`src/rtl/fxdiv_pkg.sv`:
```
`default_nettype none
// ---------------------------------------------------------------------------
// fxdiv_pkg : state encoding and sizing helpers for the sequential divider
// Rev 1.0
// ---------------------------------------------------------------------------
package fxdiv_pkg;

   typedef enum logic [1:0] {
      S_IDLE = 2'd0,
      S_RUN  = 2'd1,
      S_DONE = 2'd2
   } fxdiv_state_e;

   function automatic int unsigned fxdiv_iters(input int unsigned width, input int unsigned frac);
      return width + frac;
   endfunction

   function automatic int unsigned fxdiv_cnt_width(input int unsigned width, input int unsigned frac);
      return $clog2(width + frac);
   endfunction

endpackage
`default_nettype wire

```
`src/rtl/fxdiv_step.sv`:
```
`default_nettype none
// ---------------------------------------------------------------------------
// fxdiv_step : one combinational restoring-division step
// Rev 1.0
// ---------------------------------------------------------------------------
module fxdiv_step
   import fxdiv_pkg::*;
#(
   parameter int WIDTH = 10
) (
   input  logic [WIDTH:0]   rem_in,
   input  logic             bit_in,
   input  logic [WIDTH-1:0] divisor,
   output logic [WIDTH:0]   rem_out,
   output logic             q_bit
);

   logic [WIDTH+1:0] shifted;
   logic [WIDTH+1:0] diff;

   // rem_in is always below the divisor, so the shifted value fits WIDTH+1
   // bits and the extra top bit of diff acts as the borrow/sign flag.
   always_comb begin
      shifted = {rem_in, bit_in};
      diff    = shifted - {2'b00, divisor};
      q_bit   = ~diff[WIDTH+1];
      rem_out = q_bit ? diff[WIDTH:0] : shifted[WIDTH:0];
   end

endmodule
`default_nettype wire

```
`src/rtl/fixed_point_divider_seq.sv`:
```
`default_nettype none
// ---------------------------------------------------------------------------
// fixed_point_divider_seq : handshaked unsigned Q = (a << FRAC) / b divider
// Rev 1.0
// ---------------------------------------------------------------------------
module fixed_point_divider_seq
   import fxdiv_pkg::*;
#(
   parameter int WIDTH = 10,
   parameter int FRAC  = 4,
   parameter int ROUND = 0
) (
   input  logic             clk,
   input  logic             rst,
   input  logic             start,
   input  logic [WIDTH-1:0] a,
   input  logic [WIDTH-1:0] b,
   output logic             busy,
   output logic             done,
   output logic [WIDTH-1:0] q,
   output logic [WIDTH-1:0] rem,
   output logic             ov,
   output logic             dvz
);

   localparam int              N        = int'(fxdiv_iters(WIDTH, FRAC));
   localparam int              CW       = int'(fxdiv_cnt_width(WIDTH, FRAC));
   localparam logic [WIDTH-1:0] ONES    = '1;
   localparam logic [CW-1:0]   CNT_LOAD = CW'(N - 1);

   fxdiv_state_e     state_q, state_d;
   logic [N-1:0]     dvd_q, dvd_d;
   logic [WIDTH-1:0] div_q, div_d;
   logic [WIDTH:0]   prem_q, prem_d;
   // Only N-1 quotient bits need storing; the last one is produced on the finalising step.
   logic [N-2:0]     raw_q, raw_d;
   logic [CW-1:0]    cnt_q, cnt_d;
   logic             busy_q, busy_d, done_q, done_d, ov_q, ov_d, dvz_q, dvz_d;
   logic [WIDTH-1:0] q_q, q_d, rem_q, rem_d;

   logic [WIDTH:0]   step_rem;
   logic             step_bit;
   logic [N-1:0]     raw_next;
   logic             raw_hi;
   logic             round_up;
   logic [WIDTH:0]   q_inc;

   fxdiv_step #(.WIDTH(WIDTH)) u_step (
      .rem_in  (prem_q),
      .bit_in  (dvd_q[N-1]),
      .divisor (div_q),
      .rem_out (step_rem),
      .q_bit   (step_bit)
   );

   assign raw_next = {raw_q, step_bit};

   generate
      if (FRAC > 0) begin : g_ov_frac
         assign raw_hi = |raw_next[N-1:WIDTH];
      end else begin : g_ov_none
         assign raw_hi = 1'b0;
      end
   endgenerate

   assign round_up = (ROUND != 0) && ({step_rem[WIDTH-1:0], 1'b0} >= {1'b0, div_q});
   assign q_inc    = {1'b0, raw_next[WIDTH-1:0]} + {{WIDTH{1'b0}}, round_up};

   always_ff @(posedge clk) begin
      if (rst) state_q <= S_IDLE;
      else     state_q <= state_d;
   end

   always_comb begin
      state_d = state_q;
      case (state_q)
         S_IDLE:  if (start) state_d = (b == '0) ? S_DONE : S_RUN;
         S_RUN:   if (cnt_q == '0) state_d = S_DONE;
         S_DONE:  state_d = S_IDLE;
         default: state_d = S_IDLE;
      endcase
   end

   always_comb begin
      dvd_d  = dvd_q;
      div_d  = div_q;
      prem_d = prem_q;
      raw_d  = raw_q;
      cnt_d  = cnt_q;
      busy_d = busy_q;
      done_d = 1'b0;
      q_d    = q_q;
      rem_d  = rem_q;
      ov_d   = ov_q;
      dvz_d  = dvz_q;
      case (state_q)
         S_IDLE: begin
            if (start) begin
               dvd_d  = N'(a) << FRAC;
               div_d  = b;
               prem_d = '0;
               raw_d  = '0;
               cnt_d  = CNT_LOAD;
               q_d    = '0;
               rem_d  = '0;
               ov_d   = 1'b0;
               dvz_d  = 1'b0;
               if (b == '0) begin
                  q_d    = ONES;
                  dvz_d  = 1'b1;
                  done_d = 1'b1;
               end else begin
                  busy_d = 1'b1;
               end
            end
         end
         S_RUN: begin
            dvd_d  = dvd_q << 1;
            prem_d = step_rem;
            raw_d  = raw_next[N-2:0];
            cnt_d  = cnt_q - CW'(1);
            if (cnt_q == '0) begin
               busy_d = 1'b0;
               done_d = 1'b1;
               rem_d  = step_rem[WIDTH-1:0];
               ov_d   = raw_hi | q_inc[WIDTH];
               q_d    = (raw_hi | q_inc[WIDTH]) ? ONES : q_inc[WIDTH-1:0];
            end
         end
         default: ;
      endcase
   end

   always_ff @(posedge clk) begin
      if (rst) begin
         dvd_q  <= '0;
         div_q  <= '0;
         prem_q <= '0;
         raw_q  <= '0;
         cnt_q  <= '0;
         busy_q <= 1'b0;
         done_q <= 1'b0;
         q_q    <= '0;
         rem_q  <= '0;
         ov_q   <= 1'b0;
         dvz_q  <= 1'b0;
      end else begin
         dvd_q  <= dvd_d;
         div_q  <= div_d;
         prem_q <= prem_d;
         raw_q  <= raw_d;
         cnt_q  <= cnt_d;
         busy_q <= busy_d;
         done_q <= done_d;
         q_q    <= q_d;
         rem_q  <= rem_d;
         ov_q   <= ov_d;
         dvz_q  <= dvz_d;
      end
   end

   assign busy = busy_q;
   assign done = done_q;
   assign q    = q_q;
   assign rem  = rem_q;
   assign ov   = ov_q;
   assign dvz  = dvz_q;

endmodule
`default_nettype wire
```
`config.mk`:
```
export PLATFORM = sky130hd
export DESIGN_NAME = fixed_point_divider_seq
export DESIGN_NICKNAME = d
export VERILOG_FILES = /design/src/rtl/fxdiv_pkg.sv /design/src/rtl/fxdiv_step.sv /design/src/rtl/fixed_point_divider_seq.sv
export SDC_FILE = /design/constraint.sdc
export NUM_CORES = 1
export LEC_CHECK = 0
export ABC_AREA = 1
export BUFFER_PORTS_ARGS = -buffer_cell sky130_fd_sc_hd__clkbuf_2
export CAP_MARGIN = 15
export CORE_ASPECT_RATIO = 0.6
export CORE_UTILIZATION = 51
export CTS_CLUSTER_SIZE = 30
export DETAILED_ROUTE_END_ITERATION = 16
export PLACE_DENSITY = 0.83
export SLEW_MARGIN = 10
export SYNTH_ARGS = -nofsm -noshare
export SYNTH_HDL_FRONTEND = slang
export SYNTH_SLANG_ARGS = --single-unit
```
`constraint.sdc`:
```
create_clock -name clk -period 1.86 [get_ports clk]
set_clock_uncertainty 0.15 [all_clocks]
set_input_delay 0.093 -clock clk [delete_from_list [all_inputs] [get_ports clk]]
set_output_delay 0.093 -clock clk [all_outputs]
set_load 0.01 [all_outputs]
```
==> reports/metrics.csv, run 1 <==
stage;metric;value;unit
timing;Slew headroom;68.8;%
final_layout;Fill cells;409;
clock_tree;TritonCTS Buffers;9;
min_path;Hold Crit Class;primary input to flip-flop;
final_layout;commonest non-fill, non-tap cells in the layout;nand2_1, dfxtp_1, buf_4;
final_layout;antenna cells;0;
power;switching part of the total power;40.9;%
clock_tree;H-tree levels;3;
synth;total number of yosys warnings;0;
global_routing;Total GRT Usage;32.5;%
worst_setup_path;CP max FO;9;
timing;Final period util;109;%
clock_tree;Max Root-Sink Buffers;2;
die;io pins;47;
synth;syn avg cell area;7.34;um^2
final_layout;fin area;4960;um^2
timing;minimum clock period;2020;ps
final_layout;nets;613;
clock_tree;Clock Latency Late Sink;370;ps
clock_tree;Root Driver;clkbuf_8;
placement;Post-DP Area;4100;um^2
drt;final WL;10900;um
global_routing;vias in the first global route;3612;
final_layout;share of layout cells above drive strength 1;36.3;%
timing;final setup vio count;23;
power;Leak Pwr;2.17;nW
global_routing;total gr overflow;0;
synth;EDFF count, synth;0;
global_routing;largest net degree at the start of global routing;39;
worst_setup_path;CP Launch Type;flip-flop;
placement;pre-CTS setup slack;-256;ps
die;die span in y;65.4;um
power;clock power share;18.8;%
clock_tree;CTS sink count;74;
placement;gpl congestion;0.903;
clock_tree;CTS tree;done;
placement;input/output buffers;46;
synth;Yosys reg bits;74;
power;P_sw;3.11;mW
drt;via count;3761;
drt;DR WL/cell;16.4;um
synth;sequential area share after synthesis;43.3;%
drt;antenna viol nets, final;0;
synth;Post-Syn Area;3420;um^2
worst_setup_path;kind of end point of the critical path;flip-flop;
synth;Post-synth ARST share;0;%
timing;worst-margin pin slew;462;ps
timing;RSZ-0062 raised after global routing;true;
synth;Post-synth top flop;dfxtp_1;
drt;DR pass1 iterations;6;
power;VDD IR max;0.00107;V
clock_tree;clk slew on worst S/H paths;80;ps
die;placeable core area;6300;um^2
power;Seq pwr share;25.4;%
final_layout;commonest non-fill, non-tap cell in the layout;nand2_1;
placement;hpwl dp;6830;um
synth;Synth cell types;34;
synth;syn_nets;502;
drt;Starting DRT DRC Count;337;
power;combinational fraction of design power;55.8;%
timing;final hold vios;0;
final_layout;area growth from synthesis to layout;44.9;%
power;Power Density;1530;nW/um^2
timing;Max Clock Freq;0.495;GHz
timing;Final WS setup;-160;ps
die;Core Rows;22;
synth;Cells after Synth;466;
die;initial core utilization;54.3;%
worst_setup_path;Setup CP Type;flip-flop to flip-flop;
worst_setup_path;Worst Path Required;2010;ps
outcome;status;complete, but fails checks;
run;Max Cap Viol;0;
global_routing;initial antenna violation count;0;
die;chip width;108;um
drt;DRC Markers;0;
die;die area;7050;um^2
outcome;failing checks;setup timing;
drt;vias per cell;5.65;
timing;Hold WS;19.5;ps
worst_setup_path;crit path DAT;2170;ps
power;Internal Pwr Total;4.49;mW
global_routing;global-route wire length before repair;17200;um
timing;Max Slew Vio Count;0;
-- cells in the mapped netlist (2+ instances only) --
library cell / n / area (um^2)
nand2_1: 133 / 499
inv_2: 5 / 18.8
xor2_1: 4 / 35.0
a21oi_1: 55 / 275
nor4_1: 4 / 25.0
nand2_2: 3 / 18.8
buf_2: 2 / 10.0
o21ai_0: 34 / 170
nand3_1: 22 / 110
dfxtp_1: 74 / 1480
inv_1: 37 / 139
ha_1: 12 / 150
clkbuf_1: 18 / 67.6
xnor2_1: 2 / 17.5
nor2_1: 17 / 63.8
nand4_1: 3 / 18.8
a31oi_1: 17 / 106
nand3b_1: 8 / 60.1
-- power groups by stage --
stage                     sequential, mW  clock [mW]  combinational, mW
final                               1.93        1.43               4.24
after global placement              1.93           0               2.90
after global routing                1.95        1.51               4.54
after floorplan                     1.95           0               1.84
after detailed placement            1.94           0               2.94
after CTS                           1.92        1.43               3.33
-- state kept, by name, indices dropped and copies added, names as in the netlist, 2 cells and up --
signal / count
cnt_q: 4
q: 10
div_q: 10
dvd_q: 10
state_q: 2
prem_q: 11
raw_q: 13
rem: 10
-- per-layer routing --
layer / vias to the layer above / routed length, um / global-route usage [%]
met1: 1800 / 4950 / 42.6
met4: 0 / 231 / 8.90
li1: 1767 / - / -
met3: 27 / 1030 / 10.3
met2: 167 / 4730 / 51.5
met5: - / 0 / 0
-- worst max-delay path: stages (launching register included) --
cell and delay [ps]:
dfxtp_1 340, inv_1 60, ha_1 310, nand3_2 100, nand3_2 110, nand2_4 120, nand4_4 150, buf_4 220
nand3b_1 120, nand3_2 110, a21oi_2 170
-- cells by family after synthesis --
family	after synthesis	share of synthesized area (%)
DFF	74	43.3
xor gates and xnor gates	6	1.54
AOI/OAI and AO/OA	111	17.3
and+or+nand+nor	198	25.5
adders and majority gates	13	4.97
buffers and inverters	64	7.31
-- area by class of cell --
cell class	instances	area (um^2)	share of cell area, %
clock buffer	12	145	2.93
timing repair buffer	121	901	18.2
clock inverter	4	73.8	1.49
inverter	43	174	3.51
sequential	74	1500	30.2
tap	84	105	2.12
multi-input combinational	328	2060	41.6
-- metrics by stage --
stage,instances,total power [mW],utilization (%),setup TNS (ps)
finish,666,7.59,78.6,-2500
detailed placement,621,4.87,65.1,-3300
floorplan,466,3.79,-,0
global placement,621,4.83,65.1,-1950
global route,666,8.00,78.6,-4190
CTS,662,6.68,74.8,-876
-- path summary, 6_finish.rpt --
check	startpoint	to	slack, ps	cells after the start
min	b[1]	div_q[1]	20	3
max reg2reg	div_q[1]	prem_q[4]	-160	10
max	div_q[1]	prem_q[4]	-160	10
min reg2reg	raw_q[3]	raw_q[3]	320	2
-- timing repair --
item,CTS,global route
buffers inserted,6,3
cloned,0,1
hold buffers,19,0
gates resized for setup,48,51
pin swaps,31,24
hold endpoints to repair,18,0
setup endpoints to repair,23,24
Power figures use the tool's default switching activity.
==> run 2, diff against run 1 <==
==> constraint.sdc (replaced) <==
create_clock -name clk -period 1.86 [get_ports clk]
set_clock_uncertainty 0.15 [all_clocks]
set_input_delay 0.558 -clock clk [delete_from_list [all_inputs] [get_ports clk]]
set_output_delay 0.558 -clock clk [all_outputs]
set_load 0.01 [all_outputs]
==> reports/metrics.csv, run 2 (same netlist as run 1, synthesis figures left out) <==
stage;metric;value;unit
outcome;status;complete, but fails checks;
outcome;failing checks;setup timing;
global_routing;initial antenna violation count;0;
die;Core Rows;22;
die;initial core utilization;54.3;%
die;io pins;47;
clock_tree;TritonCTS Buffers;9;
clock_tree;CTS sink count;74;
placement;input/output buffers;46;
final_layout;fin area;4810;um^2
die;placeable core area;6300;um^2
clock_tree;Max Root-Sink Buffers;2;
final_layout;Cell Count, Final, Fillers Out;646;
worst_setup_path;Setup CP Type;flip-flop to flip-flop;
final_layout;Finished Core Util;76.4;%
placement;Post-DP Area;4100;um^2
timing;RSZ-0062 raised after global routing;true;
die;chip width;108;um
die;die area;7050;um^2
drt;final WL;10900;um
final_layout;commonest non-fill, non-tap cell in the layout;nand2_1;
drt;Starting DRT DRC Count;347;
clock_tree;CTS tree;done;
drt;antenna viol nets, final;0;
global_routing;global-route wire length before repair;16200;um
timing;Max Clock Freq;0.487;GHz
final_layout;area growth from synthesis to layout;40.7;%
timing;Slew headroom;61.7;%
global_routing;GR peak layer;met2;
global_routing;vias in the first global route;3369;
worst_setup_path;R2R depth;11;
global_routing;Total GRT Usage;30.7;%
final_layout;antenna cells;0;
drt;vias per cell;5.78;
timing;worst-margin pin slew;568;ps
final_layout;nets;594;
run;Max Cap Viol;0;
drt;DR pass1 iterations;5;
timing;final hold vios;0;
global_routing;routing usage on met2;47.1;%
die;die span in y;65.4;um
placement;gpl congestion;0.943;
worst_setup_path;Worst Path Required;2000;ps
power;VDD IR max;0.000888;V
final_layout;max reg flops;13;
final_layout;Reg with most FFs;raw_q;
timing;Max Slew Vio Count;0;
worst_setup_path;kind of end point of the critical path;flip-flop;
worst_setup_path;CP Launch Type;flip-flop;
global_routing;GRT met3 Usage;8.43;%
worst_setup_path;crit path DAT;2200;ps
drt;DRC Markers;0;
global_routing;met1 Usage GRT;40.9;%
timing;final setup vio count;23;
drt;DR WL/cell;16.8;um
timing;minimum clock period;2050;ps
final_layout;biggest regs;raw_q: 13 flops, prem_q: 11 flops;
power;Power Density;1570;nW/um^2
global_routing;largest net degree at the start of global routing;36;
power;Leak Pwr;2.09;nW
min_path;Hold Crit Class;primary input to flip-flop;
global_routing;total gr overflow;0;
worst_setup_path;CP max FO;4;
drt;via count;3732;
clock_tree;Root Driver;clkbuf_8;
placement;Placed Instances;621;
placement;hpwl dp;6940;um
placement;pre-CTS setup slack;-269;ps
clock_tree;clk slew on worst S/H paths;80;ps
timing;Final period util;110;%
final_layout;commonest non-fill, non-tap cells in the layout;nand2_1, dfxtp_1, buf_4;
clock_tree;Clock Latency Late Sink;360;ps
timing;Final WS setup;-193;ps
clock_tree;H-tree levels;3;
final_layout;share of layout cells above drive strength 1;40.4;%
min_path;hold path cells;3;
run 2: cell types whose count changed in the layout (fill, tap and decap cells not counted), sizes merged:
cell,delta
buf,+1
clkinv,+2
dlygate4sd3,-19
clkbuf,-3
bufinv,-2
clkinvlp,+1
run 2: layer usage:
layer	up-vias	share of wire [%]
li1	1731	-
met3	33	10
met4	0	2.1
met5	-	0
met2	216	44
met1	1752	44
run 2: repair_timing:
| action | CTS | global route |
|---|---|---|
| hold buffers | 0 | 0 |
| endpoints found under the setup margin | 23 | 34 |
| gates cloned | 0 | 1 |
| pin swaps | 37 | 24 |
| resized for setup | 76 | 52 |
| setup buffers | 4 | 5 |
run 2: layout make-up:
class / count / area (um^2)
Inverter: 43 / 166
Fill cell: 455 / 1490
Timing Repair Buffer: 102 / 693
Clock buffer: 10 / 128
Sequential cell: 74 / 1500
Multi-Input combinational cell: 328 / 2200
Clock inverter: 5 / 31.3
Tap cell: 84 / 105
run 2: worst max-delay path, cell delays in order, from the launching register on:
cell and delay, ps:
dfxtp_2 400, ha_4 230, nand2_2 90, inv_2 60, nand2_1 90, nand2_2 90
nand2_4 100, nand4_4 160, buf_4 220, nand3b_1 160, nand3_4 110, a21oi_2 130
run 2: through the flow:
| step | hold WS, ps | setup TNS (ps) | total power [mW] |
|---|---|---|---|
| floorplan | 285 | 0 | 3.79 |
| global placement | 297 | -2180 | 4.79 |
| detailed placement | 302 | -4370 | 4.86 |
| CTS | 290 | -848 | 6.59 |
| global route | 307 | -5140 | 7.97 |
| finish | 291 | -3150 | 7.57 |
run 2: report_power, final:
| group | internal (mW) | switching, mW | total (mW) |
|---|---|---|---|
| Clock | 0.475 | 0.616 | 1.09 |
| Sequential | 1.79 | 0.151 | 1.94 |
| Combinational | 1.92 | 2.63 | 4.55 |
run 2: final timing paths:
check        slack [ps]  startpoint  endpoint
max                -190   prem_q[4]    rem[1]
max reg2reg        -190   prem_q[4]    rem[1]
min reg2reg         320    dvd_q[4]  dvd_q[4]
min                 290        a[0]  dvd_q[4]
==> run 3, diff against run 2 <==
--- a/config.mk
+++ b/config.mk
@@ -9,11 +9,13 @@
 export BUFFER_PORTS_ARGS = -buffer_cell sky130_fd_sc_hd__clkbuf_2
 export CAP_MARGIN = 15
 export CORE_ASPECT_RATIO = 0.6
-export CORE_UTILIZATION = 51
+export CORE_UTILIZATION = 53
 export CTS_CLUSTER_SIZE = 30
 export DETAILED_ROUTE_END_ITERATION = 16
-export PLACE_DENSITY = 0.83
+export GPL_TIMING_DRIVEN = 0
+export PLACE_DENSITY = 0.84
 export SLEW_MARGIN = 10
 export SYNTH_ARGS = -nofsm -noshare
 export SYNTH_HDL_FRONTEND = slang
+export SYNTH_HIERARCHICAL = 1
 export SYNTH_SLANG_ARGS = --single-unit
==> constraint.sdc (replaced) <==
create_clock -name clk -period 1.86 [get_ports clk]
set_clock_uncertainty 0.15 [all_clocks]
set_input_delay 0.558 -clock clk [delete_from_list [all_inputs] [get_ports clk]]
set_output_delay 0.558 -clock clk [all_outputs]
set_load 0.005 [all_outputs]
==> reports/metrics.csv, run 3 <==
stage;metric;value;unit
drt;final WL;12300;um
clock_tree;Max Root-Sink Buffers;2;
global_routing;global-route wire length before repair;18400;um
synth;top-area cell type share of the netlist area;37.4;%
timing;minimum clock period;2230;ps
worst_setup_path;Worst Setup SP;div_q[8];
die;io pins;47;
worst_setup_path;CP Launch Type;flip-flop;
drt;antenna viol nets, final;0;
timing;Final WS setup;-371;ps
global_routing;largest net degree at the start of global routing;13;
synth;Synth cell types;30;
synth;top cells by area, synth;dfxtp_1, nand2_1, nand3_1, a21oi_1, inv_1;
synth;xor/xnor share of the synthesized area;0.885;%
synth;largest family of logic cells by synthesized area;simple AND/OR/NAND/NOR gates;
synth;EDFF count, synth;0;
final_layout;antenna cells;0;
worst_setup_path;Slowest-stage cell, CP;dfxtp_2;
timing;Max Slew Vio Count;0;
clock_tree;CTS sink count;74;
timing;RSZ-0062 raised after global routing;true;
timing;worst-margin pin slew;710;ps
final_layout;biggest regs;raw_q: 13 flops, prem_q: 11 flops;
synth;commonest cells in the netlist;nand2_1, dfxtp_1, inv_1, nand3_1, a21oi_1;
placement;hpwl dp;8200;um
die;die area;7830;um^2
die;initial core utilization;57.1;%
worst_setup_path;RR Endpoint;rem[5];
clock_tree;Root Driver;clkbuf_16;
timing;final hold vios;0;
power;VDD IR max;0.000626;V
power;total chip power;5.78;mW
die;chip width;114;um
global_routing;Total GRT Usage;31.1;%
synth;Synth Area in Adders;4.30;%
drt;Metal-1 WL;5600;um
clock_tree;clk slew on worst S/H paths;60;ps
final_layout;nets;707;
worst_setup_path;Setup CP Type;flip-flop to flip-flop;
synth;Cells after Synth;597;
timing;Final period util;120;%
synth;Yosys reg bits;74;
power;Power Density;1100;nW/um^2
worst_setup_path;Top delay family on crit path;simple AND/OR/NAND/NOR gates;
worst_setup_path;crit path DAT;2310;ps
worst_setup_path;max incr delay on CP;330;ps
timing;setup tns final;-6260;ps
outcome;status;complete, but fails checks;
worst_setup_path;Worst Path Required;1940;ps
drt;length of routed met3 wiring;1310;um
final_layout;commonest non-fill, non-tap cells in the layout;nand2_1, inv_1, dfxtp_1;
synth;Post-synth top flop;dfxtp_1;
synth;most common cell in the synthesized netlist;nand2_1;
synth;Synth Area in Compound Gates;12.9;%
final_layout;Reg with most FFs;raw_q;
synth;syn avg cell area;6.63;um^2
worst_setup_path;kind of end point of the critical path;flip-flop;
worst_setup_path;R2R depth;14;
synth;syn_nets;633;
timing;Max Clock Freq;0.448;GHz
worst_setup_path;CP max FO;6;
worst_setup_path;Buf/Inv on CP;2;
clock_tree;H-tree levels;3;
worst_setup_path;stages on the worst setup path;14;
placement;input/output buffers;46;
run;Max Cap Viol;0;
worst_setup_path;CP cell instances;inv_2 > ha_4 > nand4_1 > nor2_2 > nand2_4 > nand3_4 > nand2_8 > buf_6 > nand3_1 > nand2_1 > nand2_2 > nand2_1 > nand2_1 > nor2_1;
synth;total number of yosys warnings;6;
global_routing;vias in the first global route;3686;
die;placeable core area;6940;um^2
placement;gpl congestion;0.910;
drt;max layer used;met4;
synth;Post-Syn Area;3960;um^2
die;Core Rows;23;
global_routing;total gr overflow;0;
worst_setup_path;Most Frequent Cell on Critical Path;nand2_1;
drt;DR WL/cell;15.8;um
drt;DR pass1 iterations;5;
synth;Post-synth ARST share;0;%
synth;Synth Area in Simple Gates;32.3;%
power;Leak Pwr;2.44;nW
timing;final setup vio count;23;
clock_tree;TritonCTS Buffers;9;
clock_tree;CTS tree;done;
synth;post-synth top area cell;dfxtp_1;
drt;vias per cell;5.58;
drt;metal2 WL;5250;um
min_path;Hold Crit Class;flip-flop to flip-flop;
final_layout;area growth from synthesis to layout;32.1;%
outcome;failing checks;setup timing;
drt;Starting DRT DRC Count;638;
global_routing;initial antenna violation count;0;
timing;Slew headroom;52.7;%
die;die span in y;68.9;um
worst_setup_path;R2R Path Start;div_q[8];
drt;via count;4327;
final_layout;share of layout cells above drive strength 1;31.3;%
final_layout;max reg flops;13;
clock_tree;Clock Latency Late Sink;330;ps
final_layout;commonest non-fill, non-tap cell in the layout;nand2_1;
synth;multiplexer area fraction after synthesis;0;%
worst_setup_path;R2R Setup Slk;-370;ps
synth;sequential area share after synthesis;37.4;%
drt;DRC Markers;0;
worst_setup_path;end of the critical path;rem[5];
==> run 3: cell types whose count changed in the layout (fill, tap and decap cells not counted), moves of 13 or more <==
cell and change:
nand3_1 +40, a31oi_1 -15, nor2_1 +22, buf_2 +13, inv_1 +33, nand2_1 +36
buf_4 -33
==> run 3: worst min path at each step <==
stage	start	to	slack (ps)	cells past startpoint
final	dvd_q[12]	dvd_q[12]	300	2
after global routing	a[9]	dvd_q[13]	320	3
after CTS	dvd_q[12]	dvd_q[12]	310	2
after detailed placement	dvd_q[12]	dvd_q[12]	300	2
after global placement	dvd_q[12]	dvd_q[12]	290	2
after floorplan	dvd_q[12]	dvd_q[12]	270	2
==> run 3: worst reg2reg max path, cell delays in order (launching register included) <==
cell and delay (ps):
dfxtp_2 330, inv_2 60, ha_4 310, nand4_1 170, nor2_2 190, nand2_4 90, nand3_4 130, nand2_8 80
buf_6 150, nand3_1 80, nand2_1 100, nand2_2 110, nand2_1 70, nand2_1 60, nor2_1 50
==> run 3: logic make-up (layout without fill, tap and decap cells) <==
group                      Yosys count  in the layout
and+or+nand+nor                    295            295
adders and majority gates           13             13
xor gates and xnor gates             4              4
buffers and inverters              111            189
AOI/OAI and AO/OA                  100            100
DFF                                 74             74
==> run 3: where the power goes <==
part,total [mW],internal [mW],leakage [nW],switching (mW)
Clock,2.01,1.34,0.165,0.675
Sequential,1.81,1.72,0.613,0.0954
Combinational,1.95,0.757,1.67,1.19
Total,5.78,3.81,2.44,1.96
==> run 3: per-stage QoR <==
step                      instance area, um^2  utilization [%]  instances  setup slack (ps)  hold WS, ps
after floorplan                          4120                -        597             -19.4          274
after global placement                   4480             64.6        743              -259          286
after detailed placement                 4480             64.6        743              -317          297
after CTS                                5060             73.0        773              -207          306
after global routing                     5230             75.4        775              -441          320
final                                    5230             75.4        775              -371          301
==> run 3: routing by layer <==
layer | GRT usage [%] | vias up
li1 | - | 2051
met1 | 43.8 | 2024
met2 | 47.5 | 239
met3 | 8.83 | 13
met4 | 5.92 | 0
met5 | 0 | -
==> run 3: cell type report <==
type,instances,area [um^2]
buffer,28,169
clock buffer,10,239
clock inverter,5,103
fill,531,1710
inverter,83,319
multi-input combinational,412,2410
sequential,74,1500
tap,100,125
timing repair buffer,63,363
==> run 3: what timing repair did <==
action                     in CTS  in global routing
setup endpoints to repair      23                 23
hold buffers                    0                  0
gates resized for setup        37                 44
cloned                          1                  0
setup buffers                  14                  2
pin swaps                      26                 29
